### src/rtl/game_engine_pkg.sv
// runner_pkg: shared FSM state encoding and lane/score widths for the runner game
package runner_pkg;
  typedef enum logic [1:0] {IDLE = 2'd0, RUN = 2'd1, OVER = 2'd2} state_t;
  localparam int LANE_W = 6;
  localparam int SCORE_W = 8;
endpackage

### src/rtl/game_engine_if.sv
// game_engine_if: player I/O bundle -- startBtn/jumpBtn in; ceilingBits, floorBits, playerPos, score, showScore out
interface game_engine_if;
  import runner_pkg::*;
  logic startBtn;
  logic jumpBtn;
  logic [LANE_W-1:0] ceilingBits;
  logic [LANE_W-1:0] floorBits;
  logic playerPos;
  logic [SCORE_W-1:0] score;
  logic showScore;
  modport master(output startBtn, jumpBtn, input ceilingBits, floorBits, playerPos, score, showScore);
  modport slave(input startBtn, jumpBtn, output ceilingBits, floorBits, playerPos, score, showScore);
endinterface

### src/rtl/game_engine_obstacle_gen.sv
// obstacle_gen: 8-bit Fibonacci LFSR (taps 8,6,5,4) stepped on tick -- in clk, rst, tick, ceil0, floor0; out newCeil, newFloor
module obstacle_gen #(
  parameter logic [7:0] LFSR_SEED = 8'hA5
) (
  input  logic clk,
  input  logic rst,
  input  logic tick,
  input  logic ceil0,
  input  logic floor0,
  output logic newCeil,
  output logic newFloor
);
  logic [7:0] lfsr_q, lfsr_d;
  always_comb begin
    lfsr_d = tick ? {lfsr_q[6:0], lfsr_q[7] ^ lfsr_q[5] ^ lfsr_q[4] ^ lfsr_q[3]} : lfsr_q;
    newFloor = lfsr_q[1:0] == 2'b01 && !ceil0;
    newCeil = lfsr_q[1:0] == 2'b10 && !floor0;
  end
  always_ff @(posedge clk) lfsr_q <= rst ? LFSR_SEED : lfsr_d;
endmodule

### src/rtl/game_engine.sv
// game_engine: two-lane runner game FSM -- clk, rst, io (game_engine_if.slave: buttons in, lanes/player/score/showScore out)
module game_engine
  import runner_pkg::*;
#(
  parameter int TICK_DIV = 25000000,
  parameter logic [7:0] LFSR_SEED = 8'hA5
) (
  input logic clk,
  input logic rst,
  game_engine_if.slave io
);
  localparam int CW = TICK_DIV > 1 ? $clog2(TICK_DIV) : 1;
  localparam logic [CW-1:0] LAST = CW'(TICK_DIV - 1);
  state_t state_q, state_d;
  logic [CW-1:0] cnt_q, cnt_d;
  logic [LANE_W-1:0] ceil_q, ceil_d, floor_q, floor_d;
  logic [SCORE_W-1:0] score_q, score_d;
  logic pos_q, pos_d, show_q, show_d;
  logic start_q, jump_q;
  logic start_edge, jump_edge, hit, tick, adv, new_ceil, new_floor;
  assign start_edge = io.startBtn && !start_q;
  assign jump_edge = io.jumpBtn && !jump_q;
  assign hit = state_q == RUN && (pos_q ? ceil_q[LANE_W-1] : floor_q[LANE_W-1]);
  assign tick = state_q == RUN && cnt_q == LAST;
  // a collision freezes the field, so the generator must not step either
  assign adv = tick && !hit;
  obstacle_gen #(.LFSR_SEED(LFSR_SEED)) u_gen (
    .clk(clk), .rst(rst), .tick(adv), .ceil0(ceil_q[0]), .floor0(floor_q[0]),
    .newCeil(new_ceil), .newFloor(new_floor)
  );
  always_comb begin
    state_d = state_q;
    cnt_d = '0;
    ceil_d = ceil_q;
    floor_d = floor_q;
    score_d = score_q;
    pos_d = pos_q;
    if (state_q == IDLE && start_edge) begin
      state_d = RUN;
      ceil_d = '0;
      floor_d = '0;
      score_d = '0;
    end else if (state_q == OVER && start_edge) begin
      state_d = IDLE;
      ceil_d = '0;
      floor_d = '0;
      score_d = '0;
    end else if (hit) begin
      state_d = OVER;
    end else if (state_q == RUN) begin
      cnt_d = tick ? '0 : cnt_q + 1'b1;
      ceil_d = tick ? {ceil_q[LANE_W-2:0], new_ceil} : ceil_q;
      floor_d = tick ? {floor_q[LANE_W-2:0], new_floor} : floor_q;
      score_d = score_q + SCORE_W'(tick && (ceil_q[LANE_W-1] || floor_q[LANE_W-1]) && score_q != '1);
      pos_d = pos_q ^ jump_edge;
    end
    show_d = state_d == OVER;
  end
  always_ff @(posedge clk) begin
    if (rst) begin
      state_q <= IDLE;
      cnt_q <= '0;
      ceil_q <= '0;
      floor_q <= '0;
      score_q <= '0;
      pos_q <= 1'b0;
      show_q <= 1'b0;
      start_q <= 1'b0;
      jump_q <= 1'b0;
    end else begin
      state_q <= state_d;
      cnt_q <= cnt_d;
      ceil_q <= ceil_d;
      floor_q <= floor_d;
      score_q <= score_d;
      pos_q <= pos_d;
      show_q <= show_d;
      start_q <= io.startBtn;
      jump_q <= io.jumpBtn;
    end
  end
  assign io.ceilingBits = ceil_q;
  assign io.floorBits = floor_q;
  assign io.playerPos = pos_q;
  assign io.score = score_q;
  assign io.showScore = show_q;
endmodule
### src/flat_wrapper.sv
// flat-port wrapper written by rule: the top's interface ports become plain ports
module game_engine_flat import runner_pkg::*;
#(
  parameter int TICK_DIV = 25000000,
  parameter logic [7:0] LFSR_SEED = 8'hA5
)
  (clk, rst, io_startBtn, io_jumpBtn, io_ceilingBits, io_floorBits, io_playerPos, io_score, io_showScore);
  game_engine_if io_i ();
  input logic clk;
  input logic rst;
  input wire logic [$bits(io_i.startBtn)-1:0] io_startBtn;
  input wire logic [$bits(io_i.jumpBtn)-1:0] io_jumpBtn;
  output wire logic [$bits(io_i.ceilingBits)-1:0] io_ceilingBits;
  output wire logic [$bits(io_i.floorBits)-1:0] io_floorBits;
  output wire logic [$bits(io_i.playerPos)-1:0] io_playerPos;
  output wire logic [$bits(io_i.score)-1:0] io_score;
  output wire logic [$bits(io_i.showScore)-1:0] io_showScore;
  assign io_i.startBtn = io_startBtn;
  assign io_i.jumpBtn = io_jumpBtn;
  assign io_ceilingBits = io_i.ceilingBits;
  assign io_floorBits = io_i.floorBits;
  assign io_playerPos = io_i.playerPos;
  assign io_score = io_i.score;
  assign io_showScore = io_i.showScore;
  game_engine #(.TICK_DIV(TICK_DIV), .LFSR_SEED(LFSR_SEED)) u_core (.clk(clk), .rst(rst), .io(io_i));
endmodule
### config.mk
export PLATFORM = sky130hd
export DESIGN_NAME = game_engine_flat
export DESIGN_NICKNAME = d
export VERILOG_FILES = /design/src/rtl/game_engine_pkg.sv /design/src/rtl/game_engine_if.sv /design/src/rtl/game_engine_obstacle_gen.sv /design/src/rtl/game_engine.sv /design/src/flat_wrapper.sv
export SDC_FILE = /design/constraint.sdc
export NUM_CORES = 1
export LEC_CHECK = 0
export CAP_MARGIN = 20
export CORE_MARGIN = 3
export CORE_UTILIZATION = 30
export DETAILED_ROUTE_END_ITERATION = 8
export GPL_TIMING_DRIVEN = 0
export HOLD_SLACK_MARGIN = 0.12
export SLEW_MARGIN = 20
export SYNTH_ARGS = -nofsm -noshare
export SYNTH_HDL_FRONTEND = slang
export SYNTH_HIERARCHICAL = 1
export SYNTH_SLANG_ARGS = --single-unit
### constraint.sdc
create_clock -name clk -period 2.7 [get_ports clk]
set_input_delay 0.405 -clock clk [delete_from_list [all_inputs] [get_ports clk]]
set_output_delay 0.405 -clock clk [all_outputs]
set_load 0.05 [all_outputs]
==> results.cfg <==
[outcome]
outcome = complete, no violations

[worst_setup_path]
crit_path_max_fanout = 8
crit_type = flip-flop to flip-flop
r2r_start = u_core/cnt_q[0]$_SDFF_PP0_
r2r_slack_ns = 0.15
setup.worst_path.start_class = flip-flop
critPathRequiredTime_ns = 2.96
crit_arrival_ns = 2.81
rr_worst_depth = 10
end_kind = flip-flop
ff_to_ff_end = u_core/io.score[7]$_SDFFE_PP0P_

[logic_synthesis]
synth_fp_nets = 281
synth_cell_type_count = 35
yosysTopAreaCell = dfxtp_1
netlist_instances = 274
yosysWarningCount = 6
synth-async-reset-ratio_pct = 0
synth-xor-area-share_pct = 9.83
yosys-mux-area-fraction_pct = 8.03
compound_cell_area_share_of_the_yosys_netlist_pct = 3.71
synth_simple_gate_area_share_pct = 26.6
synth_top_family_by_area = simple AND/OR/NAND/NOR gates
synth_fa_ha_area_share_pct = 1.51
share_of_synthesized_area_occupied_by_flip_flops_and_latches_pct = 47.4
synth_area_leaders = dfxtp_1 47%, nor2_1 8.6%, mux2i_1 8.0%
synth_top_area_share_pct = 47.4
synth-edff-count = 0
synth-seq-cells = 59
ys.flop_type = dfxtp_1
syn-cell-area_mm2 = 0.00249
avg_inst_size_synth_um2 = 9.10

[cts]
cts_max_level = 3
clock-root-buffer = clkbuf_8
worstSkewPairLatency_ns = 0.33
cts_max_path_buffers = 2
cts_setup_buffers = 0
numCtsBuffers = 9
cts_tree = yes
numClockSinks = 59
clkTransAtPathRegs_ns = 0.06

[die]
die_w_um = 97.2
core-area_mm2 = 0.00789
die-area_mm2 = 0.00944
initial_utilization_pct = 31.6
floorplan.io_pins = 26
die_h_um = 97.2
rows = 32

[hold_path]
timing.hold.worst.start = u_core/cnt_q[0]$_SDFF_PP0_
hold_path_cells = 1
min_delay_worst_endpoint = u_core/cnt_q[0]$_SDFF_PP0_
hp_class = flip-flop to flip-flop

[placement]
port-buffer-count = 25
dpl.hpwl_um = 3480
gp_congestion = 0.749
preCtsSetupSlack_ns = -0.0239

[sta]
setup_violations = 0
worst_hold_slack_ns = 0.468
setup_repair_after_global_routing_missed_its_margin = no
final_max_tran_viols = 0
tightest_slew_ns = 0.728
layout_setup_ws_ns = 0.147
relSlewSlack_pct = 51.1
finalClockSkew_ns = 0.00684
final.min_clock_period_ns = 2.55
fmax_ghz = 0.392
period_share_pct = 94.6
timing.final.hold_violations = 0

[drt]
detail_route.first_pass.iterations = 4
route.detailed.vias_per_inst = 4.66
remaining_drc_errors = 0
finalWirelength_um = 4780
drtAntennaViolNets = 0
routed_wire_length_per_instance_um = 11.5
via_count = 1934
detail_route.iter0.violations = 87

[layout]
nets = 317
area_growth_pct = 23.0
layout-drive-gt1-share_pct = 9.27
final_antenna_diode_count = 0

[flow_run]
maxCapViolations = 0

[grt]
grt_util_all_layers_pct = 10.7
grt_antenna_before_repair = 0
globalRouteOverflowTotal = 0
grt_start_max_net_pins = 14
via_count_of_the_first_global_routing_pass = 1832
first_pass_grt_wire_length_um = 8390

[power]
powerDensity_mw_per_mm2 = 526
vdd_drop_max_v = 0.000287
leakagePower_nw = 0.978
==> power by group <==
part / internal [W] / switching, W / total [W]
Clock: 0.000367 / 0.000316 / 0.000684
Combinational: 0.0000171 / 0.0000311 / 0.0000482
Sequential: 0.000876 / 0.00000468 / 0.000880
==> metrics by stage <==
stage	TNS [ns]	instance area [um2]	instances	utilization, %	total power (W)
2_1_floorplan	0	2490	274	-	0.000929
3_3_place_gp	-0.00671	2870	401	36.4	0.000947
3_5_place_dp	-0.0239	2870	401	36.4	0.000947
4_1_cts	0	3050	415	38.6	0.00164
5_1_grt	0	3070	415	38.9	0.00168
6_report	0	3070	415	38.9	0.00161
==> cell type report <==
class / instances / area (um2)
fillers: 784 / 4820
multi-input cells: 202 / 1270
flip-flops and latches: 59 / 1180
repair buffers: 25 / 250
clock buffers: 11 / 151
well taps: 102 / 128
plain buffers: 8 / 53.8
inverters: 5 / 18.8
clock inverters: 3 / 15.0
==> worst max-delay path by stage <==
stage                               start                         endpoint  slack (ns)
2_1_floorplan  u_core/cnt_q[0]$_SDFF_PP0_  u_core/io.score[7]$_SDFFE_PP0P_        0.20
3_3_place_gp   u_core/cnt_q[0]$_SDFF_PP0_  u_core/io.score[7]$_SDFFE_PP0P_      -0.007
3_5_place_dp   u_core/cnt_q[0]$_SDFF_PP0_  u_core/io.score[7]$_SDFFE_PP0P_       -0.02
4_1_cts        u_core/cnt_q[0]$_SDFF_PP0_  u_core/io.score[7]$_SDFFE_PP0P_        0.01
5_1_grt        u_core/cnt_q[0]$_SDFF_PP0_  u_core/io.score[7]$_SDFFE_PP0P_        0.02
6_report       u_core/cnt_q[0]$_SDFF_PP0_  u_core/io.score[7]$_SDFFE_PP0P_        0.15
==> metal layers <==
layer,part of all wire (%),GRT usage [%]
met1,51,14.1
met4,2.2,5.51
met3,3.5,2.87
met5,0,0
met2,43,16.0
==> repair_timing <==
item / 4_1_cts / 5_1_grt
gates resized for setup: 2 / 6
hold buffers: 0 / 0
endpoints found under the setup margin: 2 / 5
==> registers in the layout, summed over array words and instances (netlist names) <==
signal,count
u_core/cnt_q,25
u_core/jump_q,1
u_core/io.ceilingBits,6
u_core/start_q,1
u_core/io.floorBits,6
u_core/io.score,8
u_core/state_q,2
u_core/io.showScore,1
u_core/io.playerPos,1
u_core/u_gen/lfsr_q,8
==> layout by cell type, fill, tap and decap left out, types with 4 or more instances in the layout <==
cell type | synthesis | final
and3_1 | 4 | 4
nor2_1 | 57 | 57
dfxtp_1 | 59 | 57
inv_1 | 5 | 5
clkdlybuf4s50_1 | 0 | 25
nand4_1 | 11 | 11
mux2i_1 | 20 | 20
xnor2_1 | 9 | 9
nand2_1 | 21 | 21
or3_1 | 6 | 5
clkbuf_8 | 0 | 11
xor2_1 | 19 | 19
a21oi_1 | 7 | 7
nand3_1 | 14 | 13
==> cells by family (layout without fill, tap and decap cells) <==
| family | count (synthesis) | in the layout |
|---|---|---|
| AOI/OAI and AO/OA | 16 | 16 |
| adders and majority gates | 3 | 3 |
| buffers and inverters | 13 | 52 |
| and+or+nand+nor | 135 | 135 |
| muxes | 20 | 20 |
| xor gates and xnor gates | 28 | 28 |
| DFF | 59 | 59 |
==> worst max-delay path: stages (launching register included) <==
cell and delay (ns):
dfxtp_2 0.37, ha_4 0.16, nand3_2 0.07, or3_1 0.40, buf_6 0.15, or3_4 0.39, nor2_1 0.12, ha_2 0.21
nand3_2 0.10, or3_1 0.36, a21oi_1 0.14
==> cell usage after synthesis, drive strengths merged, types with 2 or more instances <==
cell,n
dfxtp,59
nor2,57
nand2,21
mux2i,20
xor2,19
nand3,15
nand4,11
xnor2,9
a21oi,7
or3,6
buf,5
inv,5
and3,4
and2,3
clkbuf,3
ha,3
nand2b,3
nor2b,3
nor3,3
nor3b,3
nor4,3
o21ai,3
a31oi,2
No activity file was read; power rests on OpenSTA's default activity.
